## src/rtl/cpu_sequencer_pkg.sv

```systemverilog
// lib_cpu: shared opcodes, sequencer states and widths for the 4-bit CPU core
package lib_cpu;
    localparam int INSTR_W = 8;
    localparam int DATA_W  = 4;

    typedef enum logic [3:0] {
        ADD_A_IMM = 4'h0,
        MOV_A_B   = 4'h1,
        IN_A      = 4'h2,
        MOV_A_IMM = 4'h3,
        MOV_B_A   = 4'h4,
        ADD_B_IMM = 4'h5,
        IN_B      = 4'h6,
        MOV_B_IMM = 4'h7,
        INVALID   = 4'h8,
        OUT_B     = 4'h9,
        OUT_IMM   = 4'hB,
        JNC_IMM   = 4'hE,
        JMP_IMM   = 4'hF
    } opecode_t;

    typedef enum logic [2:0] {IDLE, FETCH, EXEC, FAULT, STEP_WAIT} seq_state_t;
endpackage

```

## src/rtl/cpu_sequencer_if.sv

```systemverilog
// cpu_sequencer_if: ROM fetch handshake plus instruction/decode exchange with the external decoder
interface cpu_sequencer_if
    import lib_cpu::*;
#(
    parameter int ADDR_W = 4
);
    logic               rom_req;
    logic [ADDR_W-1:0]  rom_addr;
    logic               rom_ack;
    logic [INSTR_W-1:0] rom_data;
    logic [INSTR_W-1:0] ir;
    opecode_t           opecode;
    logic [DATA_W-1:0]  imm;

    modport master (output rom_req, rom_addr, ir, input rom_ack, rom_data, opecode, imm);
    modport slave  (input rom_req, rom_addr, ir, output rom_ack, rom_data, opecode, imm);
endinterface

```

## src/rtl/cpu_sequencer_alu.sv

```systemverilog
// cpu_alu: 4-bit adder returning {carry,sum}, or passes y straight through for moves and inputs
module cpu_alu
    import lib_cpu::*;
(
    input  logic [DATA_W-1:0] x,
    input  logic [DATA_W-1:0] y,
    input  logic              add,
    output logic [DATA_W:0]   res
);
    assign res = add ? {1'b0, x} + {1'b0, y} : {1'b0, y};
endmodule

```

## src/rtl/cpu_sequencer.sv

```systemverilog
// cpu_sequencer: fetch/execute control for the 4-bit CPU; defining CPU_SINGLE_STEP_EN adds a step input
module cpu_sequencer
    import lib_cpu::*;
#(
    parameter int              ADDR_W          = 4,
    parameter logic [ADDR_W-1:0] RESET_PC      = '0,
    parameter bit              HALT_ON_INVALID = 1'b1
) (
    input  logic              clk,
    input  logic              rst_n,
    input  logic              run,
`ifdef CPU_SINGLE_STEP_EN
    input  logic              step,
`endif
    cpu_sequencer_if.master   bus,
    input  logic [DATA_W-1:0] in_port,
    output logic [DATA_W-1:0] out_port,
    output logic              out_we,
    output logic [DATA_W-1:0] reg_a,
    output logic [DATA_W-1:0] reg_b,
    output logic              carry,
    output logic              busy,
    output logic              fault
);
    seq_state_t         state, state_nx;
    logic [ADDR_W-1:0]  pc, pc_nx;
    logic [INSTR_W-1:0] ir;
    logic [DATA_W-1:0]  a_nx, b_nx, out_nx, x, y;
    logic [DATA_W:0]    res;
    logic               carry_nx, we_nx, add, wr_a, wr_b, halt;
    opecode_t           op;

`ifdef CPU_SINGLE_STEP_EN
    localparam seq_state_t AFTER_EXEC = STEP_WAIT;
    logic step_q, step_edge;
    assign step_edge = step && !step_q;
`else
    localparam seq_state_t AFTER_EXEC = FETCH;
`endif

    assign op   = bus.opecode;
    assign add  = op inside {ADD_A_IMM, ADD_B_IMM};
    assign wr_a = op inside {ADD_A_IMM, MOV_A_B, IN_A, MOV_A_IMM};
    assign wr_b = op inside {ADD_B_IMM, MOV_B_A, IN_B, MOV_B_IMM};
    assign x    = wr_b ? reg_b : reg_a;
    assign y    = op == MOV_A_B ? reg_b : op == MOV_B_A ? reg_a : op inside {IN_A, IN_B} ? in_port : bus.imm;
    assign halt = HALT_ON_INVALID && op == INVALID;

    assign bus.rom_req  = state == FETCH;
    assign bus.rom_addr = pc;
    assign bus.ir       = ir;
    assign busy         = state inside {FETCH, EXEC};
    assign fault        = state == FAULT;

    cpu_alu alu (.x(x), .y(y), .add(add), .res(res));

    // next state and the architectural updates committed at the end of EXEC
    always_comb begin
        state_nx = state;
        pc_nx    = pc;
        a_nx     = reg_a;
        b_nx     = reg_b;
        carry_nx = carry;
        out_nx   = out_port;
        we_nx    = 1'b0;
        case (state)
            IDLE:  state_nx = run ? FETCH : IDLE;
            FETCH: state_nx = bus.rom_ack ? EXEC : FETCH;
            EXEC: begin
                state_nx = halt ? FAULT : run ? AFTER_EXEC : IDLE;
                if (!halt) begin
                    pc_nx    = (op == JMP_IMM || (op == JNC_IMM && !carry)) ? ADDR_W'(bus.imm) : pc + 1'b1;
                    a_nx     = wr_a ? res[DATA_W-1:0] : reg_a;
                    b_nx     = wr_b ? res[DATA_W-1:0] : reg_b;
                    carry_nx = add && res[DATA_W];
                    we_nx    = op inside {OUT_B, OUT_IMM};
                    out_nx   = op == OUT_B ? reg_b : op == OUT_IMM ? bus.imm : out_port;
                end
            end
`ifdef CPU_SINGLE_STEP_EN
            STEP_WAIT: state_nx = !run ? IDLE : step_edge ? FETCH : STEP_WAIT;
`endif
            default: state_nx = state;
        endcase
    end

    // state and architectural registers; ir captures the byte on the accepted fetch
    always_ff @(posedge clk or negedge rst_n) begin
        if (!rst_n) begin
            state    <= IDLE;
            pc       <= RESET_PC;
            ir       <= '0;
            reg_a    <= '0;
            reg_b    <= '0;
            carry    <= 1'b0;
            out_port <= '0;
            out_we   <= 1'b0;
`ifdef CPU_SINGLE_STEP_EN
            step_q   <= 1'b0;
`endif
        end else begin
            state    <= state_nx;
            pc       <= pc_nx;
            ir       <= (state == FETCH && bus.rom_ack) ? bus.rom_data : ir;
            reg_a    <= a_nx;
            reg_b    <= b_nx;
            carry    <= carry_nx;
            out_port <= out_nx;
            out_we   <= we_nx;
`ifdef CPU_SINGLE_STEP_EN
            step_q   <= step;
`endif
        end
    end
endmodule

```

## src/flat_wrapper.sv

```systemverilog
// flat-port wrapper written by rule: the top's interface ports become plain ports
module cpu_sequencer_flat import lib_cpu::*;
#(
    parameter int              ADDR_W          = 4,
    parameter logic [ADDR_W-1:0] RESET_PC      = '0,
    parameter bit              HALT_ON_INVALID = 1'b1
)
  (clk, rst_n, run, in_port, out_port, out_we, reg_a, reg_b, carry, busy, fault, bus_rom_req, bus_rom_addr, bus_ir, bus_rom_ack, bus_rom_data, bus_opecode, bus_imm);
  cpu_sequencer_if #(.ADDR_W(ADDR_W)) bus_i ();
  input  logic clk;
  input  logic rst_n;
  input  logic run;
  input  logic [DATA_W-1:0] in_port;
  output logic [DATA_W-1:0] out_port;
  output logic out_we;
  output logic [DATA_W-1:0] reg_a;
  output logic [DATA_W-1:0] reg_b;
  output logic carry;
  output logic busy;
  output logic fault;
  output wire logic [$bits(bus_i.rom_req)-1:0] bus_rom_req;
  output wire logic [$bits(bus_i.rom_addr)-1:0] bus_rom_addr;
  output wire logic [$bits(bus_i.ir)-1:0] bus_ir;
  input wire logic [$bits(bus_i.rom_ack)-1:0] bus_rom_ack;
  input wire logic [$bits(bus_i.rom_data)-1:0] bus_rom_data;
  input wire logic [$bits(bus_i.opecode)-1:0] bus_opecode;
  input wire logic [$bits(bus_i.imm)-1:0] bus_imm;
  assign bus_rom_req = bus_i.rom_req;
  assign bus_rom_addr = bus_i.rom_addr;
  assign bus_ir = bus_i.ir;
  assign bus_i.rom_ack = bus_rom_ack;
  assign bus_i.rom_data = bus_rom_data;
  assign bus_i.opecode = bus_opecode;
  assign bus_i.imm = bus_imm;
  cpu_sequencer #(.ADDR_W(ADDR_W), .RESET_PC(RESET_PC), .HALT_ON_INVALID(HALT_ON_INVALID)) u_core (.clk(clk), .rst_n(rst_n), .run(run), .bus(bus_i), .in_port(in_port), .out_port(out_port), .out_we(out_we), .reg_a(reg_a), .reg_b(reg_b), .carry(carry), .busy(busy), .fault(fault));
endmodule
```

## config.mk

```make
export PLATFORM = sky130hd
export DESIGN_NAME = cpu_sequencer_flat
export DESIGN_NICKNAME = d
export VERILOG_FILES = /design/src/rtl/cpu_sequencer_pkg.sv /design/src/rtl/cpu_sequencer_if.sv /design/src/rtl/cpu_sequencer_alu.sv /design/src/rtl/cpu_sequencer.sv /design/src/flat_wrapper.sv
export SDC_FILE = /design/constraint.sdc
export NUM_CORES = 1
export LEC_CHECK = 0
export ABC_AREA = 1
export BUFFER_PORTS_ARGS = -buffer_cell sky130_fd_sc_hd__buf_2
export CAP_MARGIN = 20
export CORE_MARGIN = 10
export CORE_UTILIZATION = 51
export DETAILED_ROUTE_END_ITERATION = 16
export PLACE_DENSITY = 0.8
export SLEW_MARGIN = 20
export SYNTH_ARGS = -nofsm -noshare
export SYNTH_HDL_FRONTEND = slang
export SYNTH_SLANG_ARGS = --single-unit
```

## constraint.sdc

```tcl
create_clock -name clk -period 2 [get_ports clk]
set_input_delay 0.1 -clock clk [delete_from_list [all_inputs] [get_ports clk]]
set_output_delay 0.1 -clock clk [all_outputs]
set_load 0.005 [all_outputs]
```

=== Word level (Yosys, flattened, before mapping) ===
Index checks and enable logic that the tools add are counted.

* Output and inout port bits: 29
* Register bits after elaboration: 29
* Logic and storage cells: 58

* Bitwise gates (word level): 1
* Equality and inequality tests: 15
* $add $sub $neg: 2
* Reductions and logical operators: 18
* Mux-type cells: 14

{| class="wikitable"
|+ Operators with widths
! operator !! count
|-
| 4-bit 2-to-1 mux || 7
|-
| 4-bit equality test, second input constant || 5
|-
| 4-bit by 3-bit equality test with 1-bit output, second input constant || 4
|-
| 3-bit one-hot mux with 3 select lines || 1
|-
| 3-bit AND reduction || 3
|-
| 4-bit by 2-bit equality test with 1-bit output, second input constant || 2
|-
| 2-bit nonzero test || 4
|-
| 4-bit nonzero test || 2
|-
| 3-bit by 2-bit equality test with 1-bit output, second input constant || 2
|-
| 4-bit by 4-bit adder with 5-bit output || 1
|-
| 5-bit 2-to-1 mux || 1
|-
| 4-bit by 1-bit adder with 4-bit output, second input constant || 1
|-
| 4-bit by 1-bit equality test with 1-bit output, second input constant || 1
|-
| 4-bit logical NOT || 1
|-
| 3-bit by 1-bit equality test with 1-bit output, second input constant || 1
|-
| 1-bit logical AND || 3
|-
| 3-bit logical NOT || 1
|-
| 1-bit 2-to-1 mux || 3
|-
| 3-bit 2-to-1 mux || 1
|-
| 3-bit nonzero test || 1
|-
| 2-bit 2-to-1 mux || 1
|-
| 2-bit AND reduction || 1
|-
| 1-bit logical NOT || 1
|-
| 1-bit logical OR || 1
|-
| 1-bit inverter || 1
|}

=== Longest topological paths before layout ===
Gate-level depths: netlist of run 1.

* Depth in word-level cells: 8
* Depth in mapped cells: 15

=== Cells and area by module ===
Synthesis of run 1 repeated with hierarchy kept, for this count alone.

* Cell total of the unflattened synthesis: 240
* Area total of the unflattened synthesis: 1784.2 sq um

{| class="wikitable"
|+ Modules (own cells, without submodules)
! module !! cells an instance !! area an instance (sq um) !! seq. area each (sq um) !! instances
|-
| cpu_sequencer || 208 || 1596.5 || 700.7 || 1
|-
| cpu_alu || 32 || 187.7 || 0.0 || 1
|}

=== Worst setup path before layout of run 1 ===
No wires, ideal clock.

* Path type: reg-to-reg
* Start point: register u_core.reg_a[2]
* End point: register u_core.reg_a[3]
* Buffers on the path: 0
* Stages on the path, launching flop included: 14
* Path slack: 0.167 ns
* Data arrival time: 1.717 ns
* Required time: 1.883 ns
* Clock period less this slack: 1.833 ns
* Cells stage by stage: dfrtp_1 > nand3b_1 > nand2_1 > inv_1 > nand2_1 > nand2_1 > ha_1 > a21oi_1 > nand2_1 > or2_2 > nand3_1 > nand2_1 > nand2_1 > nand2_1

* Longest elaborated chain between the ends: 4
* Elaborated cells between the ends (all ways): 5
* Those cells by class: add/sub (1); mux (4)

{| class="wikitable"
|+ RTL lines
! what !! line !! source
|-
| from (decl) || cpu_sequencer.sv:19 || <nowiki>output logic [DATA_W-1:0] reg_a,</nowiki>
|-
| from (signal assigned) || cpu_sequencer.sv:105 || <nowiki>reg_a <= a_nx;</nowiki>
|-
| 4-bit 2-to-1 mux (2 in a row) || cpu_sequencer.sv:46 || <nowiki>assign y = op == MOV_A_B ? reg_b : op == MOV_B_A ? reg_a : op inside {IN_A, IN_B} ? in_port : bus.imm;</nowiki>
|-
| 4-bit by 4-bit adder with 5-bit output (*) || cpu_sequencer_alu.sv:10 || <nowiki>assign res = add ? {1'b0, x} + {1'b0, y} : {1'b0, y};</nowiki>
|-
| 5-bit 2-to-1 mux (*) || cpu_sequencer_alu.sv:10 ||
|}

Mark *: on every way between the ends. The rest lies on a longest branch, timed or not.
A chain may end at the register's enable or synchronous reset.

=== Worst setup path after layout of run 1 ===
Ends and elaborated chain as after synthesis.

==> impl_metrics.toml, run 1 <==
[sta]
period_share_pct = 94.4
fmax_mhz = 530
fin_crit_ns = 1.89
slew-limit-headroom_pct = 57.6
finalSetupViolCount = 0
skew_ns = 0.0163
tightestPinTransition_ns = 0.636
drv_slew = 0
hold_viol_final = 0
finalHoldWorstSlack_ns = 0.0309

[clock_tree]
clkLatencyLatePin_ns = 0.34
cts_buffers = 3
clk_path_buf_depth = 2
cts_tree = "done"
clock-sinks = 28
clockRootBuffer = "clkbuf_4"
cts-htree-levels = 1
path_clk_slew_ns = 0.17

[detailed_routing]
drc = 0
vias = 1769
drt-initial-drc-count = 96
dr_wl_met2_mm = 2.51
maxUsedRoutingLayer = "met4"
via_per_inst = 5.08
wl_met3_um = 348
dr.pass1.iters = 4
wl_met1_mm = 2.02
wirelength_mm = 5.00
antenna_left = 0
wire_per_inst_um = 14.4

[synth]
synthArstFlopShare_pct = 100
synth-seq-cells = 28
ys.flop_type = "dfrtp_1"
syn_area_per_cell_um2 = 7.77
synthMostInstantiatedCell = "nand2_1"
yosys_warnings = 0
synth_area_leader_cell = "dfrtp_1"
synth.area.top_cells = "dfrtp_1 (40%), nand2_1 (16%), nand3_1 (7.1%)"
synth_cell_types = 27
yosys.area.top_type_share_pct = 39.6
yosysSeqAreaShare_pct = 39.6
syn_nets = 262
synthCells = 228
synth-edff-count = 0
ys_top_cells_by_count = "nand2_1 (76), dfrtp_1 (28), inv_1 (27)"
netlist_area_um2 = 1770

[global_routing]
grt_max_degree = 29
overflow = 0
grt_usage_pct = 15.6
antenna_found_initial = 0
grt_pass1_vias = 1749
grt_pass1_wl_mm = 7.93

[floorplanning]
core.rowCount = 21
die_area_um2 = 6230
ioPinCount = 53
fp.dieW_um = 78.9
start_util_pct = 53.1
fp.dieH_um = 78.9
core_um2 = 3340

[critical_path]
path_class = "reg -> reg"
crit_fanout = 4
worstPathRequired_ns = 2.24
start_kind = "flip-flop"
cp-end-kind = "flip-flop"
arrival_ns = 2.13

[min_path]
holdCritPathClass = "in -> reg"

[job]
drv_cap = 0

[power_and_ir_drop]
power.internal_mw = 1.66
seqPwrFrac_pct = 39.2
comb_power_share_pct = 46.6
p_per_area_nw_per_um2 = 1160
pwr-share-clk_pct = 14.2
vdd_drop_max_v = 0.000579
total_power_mw = 2.70
switching_share_pct = 38.6
cellLeakagePower_nw = 1.26
power.switching_mw = 1.04

[placement]
placed_area_um2 = 2130
portBuffers = 52
hpwl_mm = 3.82
place.gp.congestion = 0.972

[finish]
antenna_cells = 0
fin_area_um2 = 2320
num-fill-cells = 298
drive_gt1_share_pct = 28.8
nNetsFinal = 337
post-route-util_pct = 69.6
syn_to_final_growth_pct = 31.2

[status]
outcome = "finished clean"
critical path, cell delays in order, from the launching register on:
cell and delay (ns):
dfrtp_1 0.43, nand3b_1 0.16, nand2_1 0.06, inv_1 0.04, nand2_1 0.08, nand2_1 0.09
ha_4 0.24, a21oi_2 0.11, nand2_1 0.06, or2_2 0.27, nand3_1 0.07, nand2_1 0.07
nand2_1 0.06, nand2_1 0.05
logic make-up (layout without fill, tap and decap cells):
| logic type | Yosys count | in the layout | share of synthesized area [%] |
|---|---|---|---|
| muxes | 8 | 8 | 5.09 |
| and+or+nand+nor | 127 | 127 | 31.8 |
| DFF | 28 | 28 | 39.6 |
| xor gates and xnor gates | 2 | 2 | 0.990 |
| adders and majority gates | 10 | 10 | 7.49 |
| AOI/OAI and AO/OA | 22 | 22 | 8.34 |
| buffers and inverters | 31 | 105 | 6.71 |
cells in the final DEF (no fill, tap or decap), drive strengths merged:
cell	Yosys	routed
clkbuf	0	3
buf	0	61
bufinv	0	1
ha	9	9
nand3b	3	3
a21oi	1	1
nand3	25	25
mux2	8	8
dlygate4sd3	0	9
xnor2	1	1
inv	31	31
o211ai	4	4
fa	1	1
a21boi	1	1
a31oi	5	5
nand2	76	76
or2	2	2
nor4	1	1
o22ai	1	1
o21ai	8	8
a211oi	1	1
nor2	18	18
nand4	2	2
a22o	1	1
xor2	1	1
dfrtp	28	28
power groups by stage:
stage | combinational [mW] | sequential (mW) | clock (mW)
floorplan | 0.662 | 1.04 | 0
global placement | 1.13 | 1.06 | 0
detailed placement | 1.16 | 1.07 | 0
CTS | 1.18 | 1.05 | 0.395
global route | 1.42 | 1.09 | 0.413
finish | 1.26 | 1.06 | 0.383
metal layers:
layer	global-route usage, %	up-vias
li1	-	894
met1	17.0	797
met2	28.0	64
met3	4.28	14
met4	5.91	0
met5	0	-
through the flow:
| step | worst slack, ns | TNS, ns | instances |
|---|---|---|---|
| 2_1_floorplan | 0.167 | 0 | 228 |
| 3_3_place_gp | 0.0625 | 0 | 332 |
| 3_5_place_dp | 0.0102 | 0 | 332 |
| 4_1_cts | 0.00840 | 0 | 345 |
| 5_1_grt | -0.0360 | -0.0595 | 348 |
| 6_report | 0.113 | 0 | 348 |
flip-flops by register name, summed over array words and instances (netlist names):
| register | flops |
|---|---|
| u_core.bus.ir | 8 |
| u_core.bus.rom_addr | 4 |
| u_core.carry | 1 |
| u_core.out_port | 4 |
| u_core.out_we | 1 |
| u_core.reg_a | 4 |
| u_core.reg_b | 4 |
| u_core.state | 2 |
cell type report:
class / count / area (um2) / share of cell area (%)
clock buffers: 3 / 22.5 / 0.969
repair buffers: 70 / 418 / 18.0
well taps: 46 / 57.6 / 2.48
inverters: 31 / 119 / 5.12
multi-input cells: 169 / 975 / 41.9
clock inverters: 1 / 30.0 / 1.29
flip-flops and latches: 28 / 702 / 30.2
path summary, 6_finish.rpt:
path | from | end | slack, ns | cells past startpoint
min in group asynchronous | rst_n | u_core.bus.rom_addr[3]$_DFFE_PN0P_ | 0.30 | 2
worst min-delay path | bus_imm[1] | u_core.out_port[1]$_DFFE_PN0P_ | 0.03 | 3
worst min register to register | u_core.bus.ir[6]$_DFFE_PN0P_ | u_core.bus.ir[6]$_DFFE_PN0P_ | 0.52 | 1
worst max-delay path | u_core.reg_a[2]$_DFFE_PN0P_ | u_core.reg_a[3]$_DFFE_PN0P_ | 0.11 | 13
max in group asynchronous | rst_n | u_core.reg_b[1]$_DFFE_PN0P_ | 1.26 | 2
worst max register to register | u_core.reg_a[2]$_DFFE_PN0P_ | u_core.reg_a[3]$_DFFE_PN0P_ | 0.11 | 13
repair_timing:
action	CTS	global route
buffers inserted	0	3
hold buffers	9	0
endpoints found under the setup margin	0	4
gates resized for setup	0	6
endpoints found under the hold margin	36	0
(Power assumes the default switching activity.)
==> inputs of run 2 (changes only) <==
--- a/config.mk
+++ b/config.mk
@@ -8,7 +8,7 @@
 export ABC_AREA = 1
 export BUFFER_PORTS_ARGS = -buffer_cell sky130_fd_sc_hd__buf_2
 export CAP_MARGIN = 20
-export CORE_MARGIN = 10
+export CORE_MARGIN = 2
 export CORE_UTILIZATION = 51
 export DETAILED_ROUTE_END_ITERATION = 16
 export PLACE_DENSITY = 0.8
==> run 2 against run 1 <==
Compared with the run above: sequential power about the same; combinational power about the same; critical path depth fell by 1; worst setup slack better by 0.0058 ns; die area decreased by 36%.
==> impl_metrics.toml, run 2 (synthesis gave the netlist of run 1 again) <==
[job]
drv_cap = 0

[sta]
slew-limit-headroom_pct = 57.7
drv_slew = 0
fmax_mhz = 532
finalHoldWorstSlack_ns = 0.0213
period_share_pct = 94.1
fin_crit_ns = 1.88
tightestPinTransition_ns = 0.634
finalSetupViolCount = 0
skew_ns = 0.00962
hold_viol_final = 0

[clock_tree]
clk_path_buf_depth = 2
cts_tree = "done"
path_clk_slew_ns = 0.15
cts-htree-levels = 1
cts_buffers = 3
clkLatencyLatePin_ns = 0.33
clock-sinks = 28
clockRootBuffer = "clkbuf_4"

[finish]
register_area_um2 = 701
num-fill-cells = 282
syn_to_final_growth_pct = 32.4
multiInputGateArea_um2 = 982
final_cell_mix = "nand2_1 (72), buf_2 (52), dfrtp_1 (28), inv_1 (27), nand3_1 (24)"
largest-register = "u_core.bus.ir"
nNetsFinal = 341
post-route-util_pct = 70.2
final_common_cell = "nand2_1"
drive_gt1_share_pct = 30.1
final_cells = 352
antenna_cells = 0
largest_reg_flops = 8

[critical_path]
path_cells = "nand3b_1, nand2_1, inv_1, nand2_1, nand2_1, ha_1, inv_1, fa_1, xor2_1, nand2_1, nand3_1, nand2_1"
path_class = "reg -> reg"
arrival_ns = 2.11
path_common_cell = "nand2_1"
crit_fanout = 2
cp-end-kind = "flip-flop"
start_kind = "flip-flop"
critPathMaxStageDelay_ns = 0.40
crit_slowest_cell = "fa_1"
worstPathRequired_ns = 2.23

[floorplanning]
core_um2 = 3340
core.rowCount = 21
ioPinCount = 53
fp.dieH_um = 62.9
fp.dieW_um = 62.9
start_util_pct = 53.1
die_area_um2 = 3960

[global_routing]
grt_max_degree = 29
antenna_found_initial = 0
overflow = 0
grt_usage_pct = 23.0
grt_pass1_vias = 1664
grt_pass1_wl_mm = 7.31

[detailed_routing]
dr.pass1.iters = 5
wire_per_inst_um = 12.4
antenna_left = 0
vias = 1774
wirelength_mm = 4.37
via_per_inst = 5.04
drc = 0
drt-initial-drc-count = 124

[status]
outcome = "finished clean"

[power_and_ir_drop]
p_per_area_nw_per_um2 = 1100
cellLeakagePower_nw = 1.27
vdd_drop_max_v = 0.000739
total_power_mw = 2.57

[placement]
dp.cells = 338
portBuffers = 52
hpwl_mm = 3.34
place.gp.congestion = 0.909

[min_path]
holdCritPathClass = "in -> reg"
[run 2: final cells by class]
class | count | area share [%]
well taps | 46 | 2.46
inverters | 31 | 5.07
repair buffers | 74 | 19.1
flip-flops and latches | 28 | 29.9
multi-input cells | 169 | 41.9
clock buffers | 4 | 1.55
[run 2: per-layer routing]
metal / part of all wire (%) / vias up / GRT usage (%)
li1: - / 904 / -
met1: 43 / 816 / 28.3
met2: 51 / 48 / 40.7
met3: 5.2 / 6 / 4.50
met4: 1.1 / 0 / 6.39
met5: 0 / - / 0
[run 2: power breakdown]
group | switching [mW] | internal (mW) | total (mW)
Sequential | 0.211 | 0.819 | 1.03
Combinational | 0.611 | 0.651 | 1.26
Clock | 0.164 | 0.111 | 0.275
[run 2: final timing paths]
kind | startpoint | end | slack (ns) | cells after the start
worst max-delay path | u_core.reg_a[0]$_DFFE_PN0P_ | u_core.reg_b[2]$_DFFE_PN0P_ | 0.12 | 12
worst min-delay path | run | u_core.state[0]$_DFFE_PN0P_ | 0.02 | 3
worst max register to register | u_core.reg_a[0]$_DFFE_PN0P_ | u_core.reg_b[2]$_DFFE_PN0P_ | 0.12 | 12
worst min register to register | u_core.bus.ir[2]$_DFFE_PN0P_ | u_core.bus.ir[2]$_DFFE_PN0P_ | 0.52 | 1
max in group asynchronous | rst_n | u_core.reg_b[0]$_DFFE_PN0P_ | 1.27 | 2
min in group asynchronous | rst_n | u_core.bus.rom_addr[3]$_DFFE_PN0P_ | 0.31 | 2
[run 2: metrics by stage]
step,setup TNS [ns],area [um2],setup WS (ns)
after floorplan,0,1770,0.167
after global placement,-0.0318,2180,-0.0282
after detailed placement,-0.159,2180,-0.0458
after CTS,0,2280,0.0528
after global routing,-0.00815,2340,-0.00815
final,0,2340,0.119
[run 2: timing repair]
| action | 4_1_cts | 5_1_grt |
|---|---|---|
| hold endpoints to repair | 34 | 2 |
| setup endpoints to repair | 0 | 2 |
| setup buffers | 0 | 1 |
| resized for setup | 0 | 7 |
| hold buffers | 7 | 2 |
[run 2: worst max-delay path: cells and delay by family (launching register included)]
kind | cells | cell delay [ns]
buffers and inverters | 2 | 0.12
adders and majority gates | 2 | 0.59
xor gates and xnor gates | 1 | 0.17
and+or+nand+nor | 7 | 0.53
DFF | 1 | 0.38
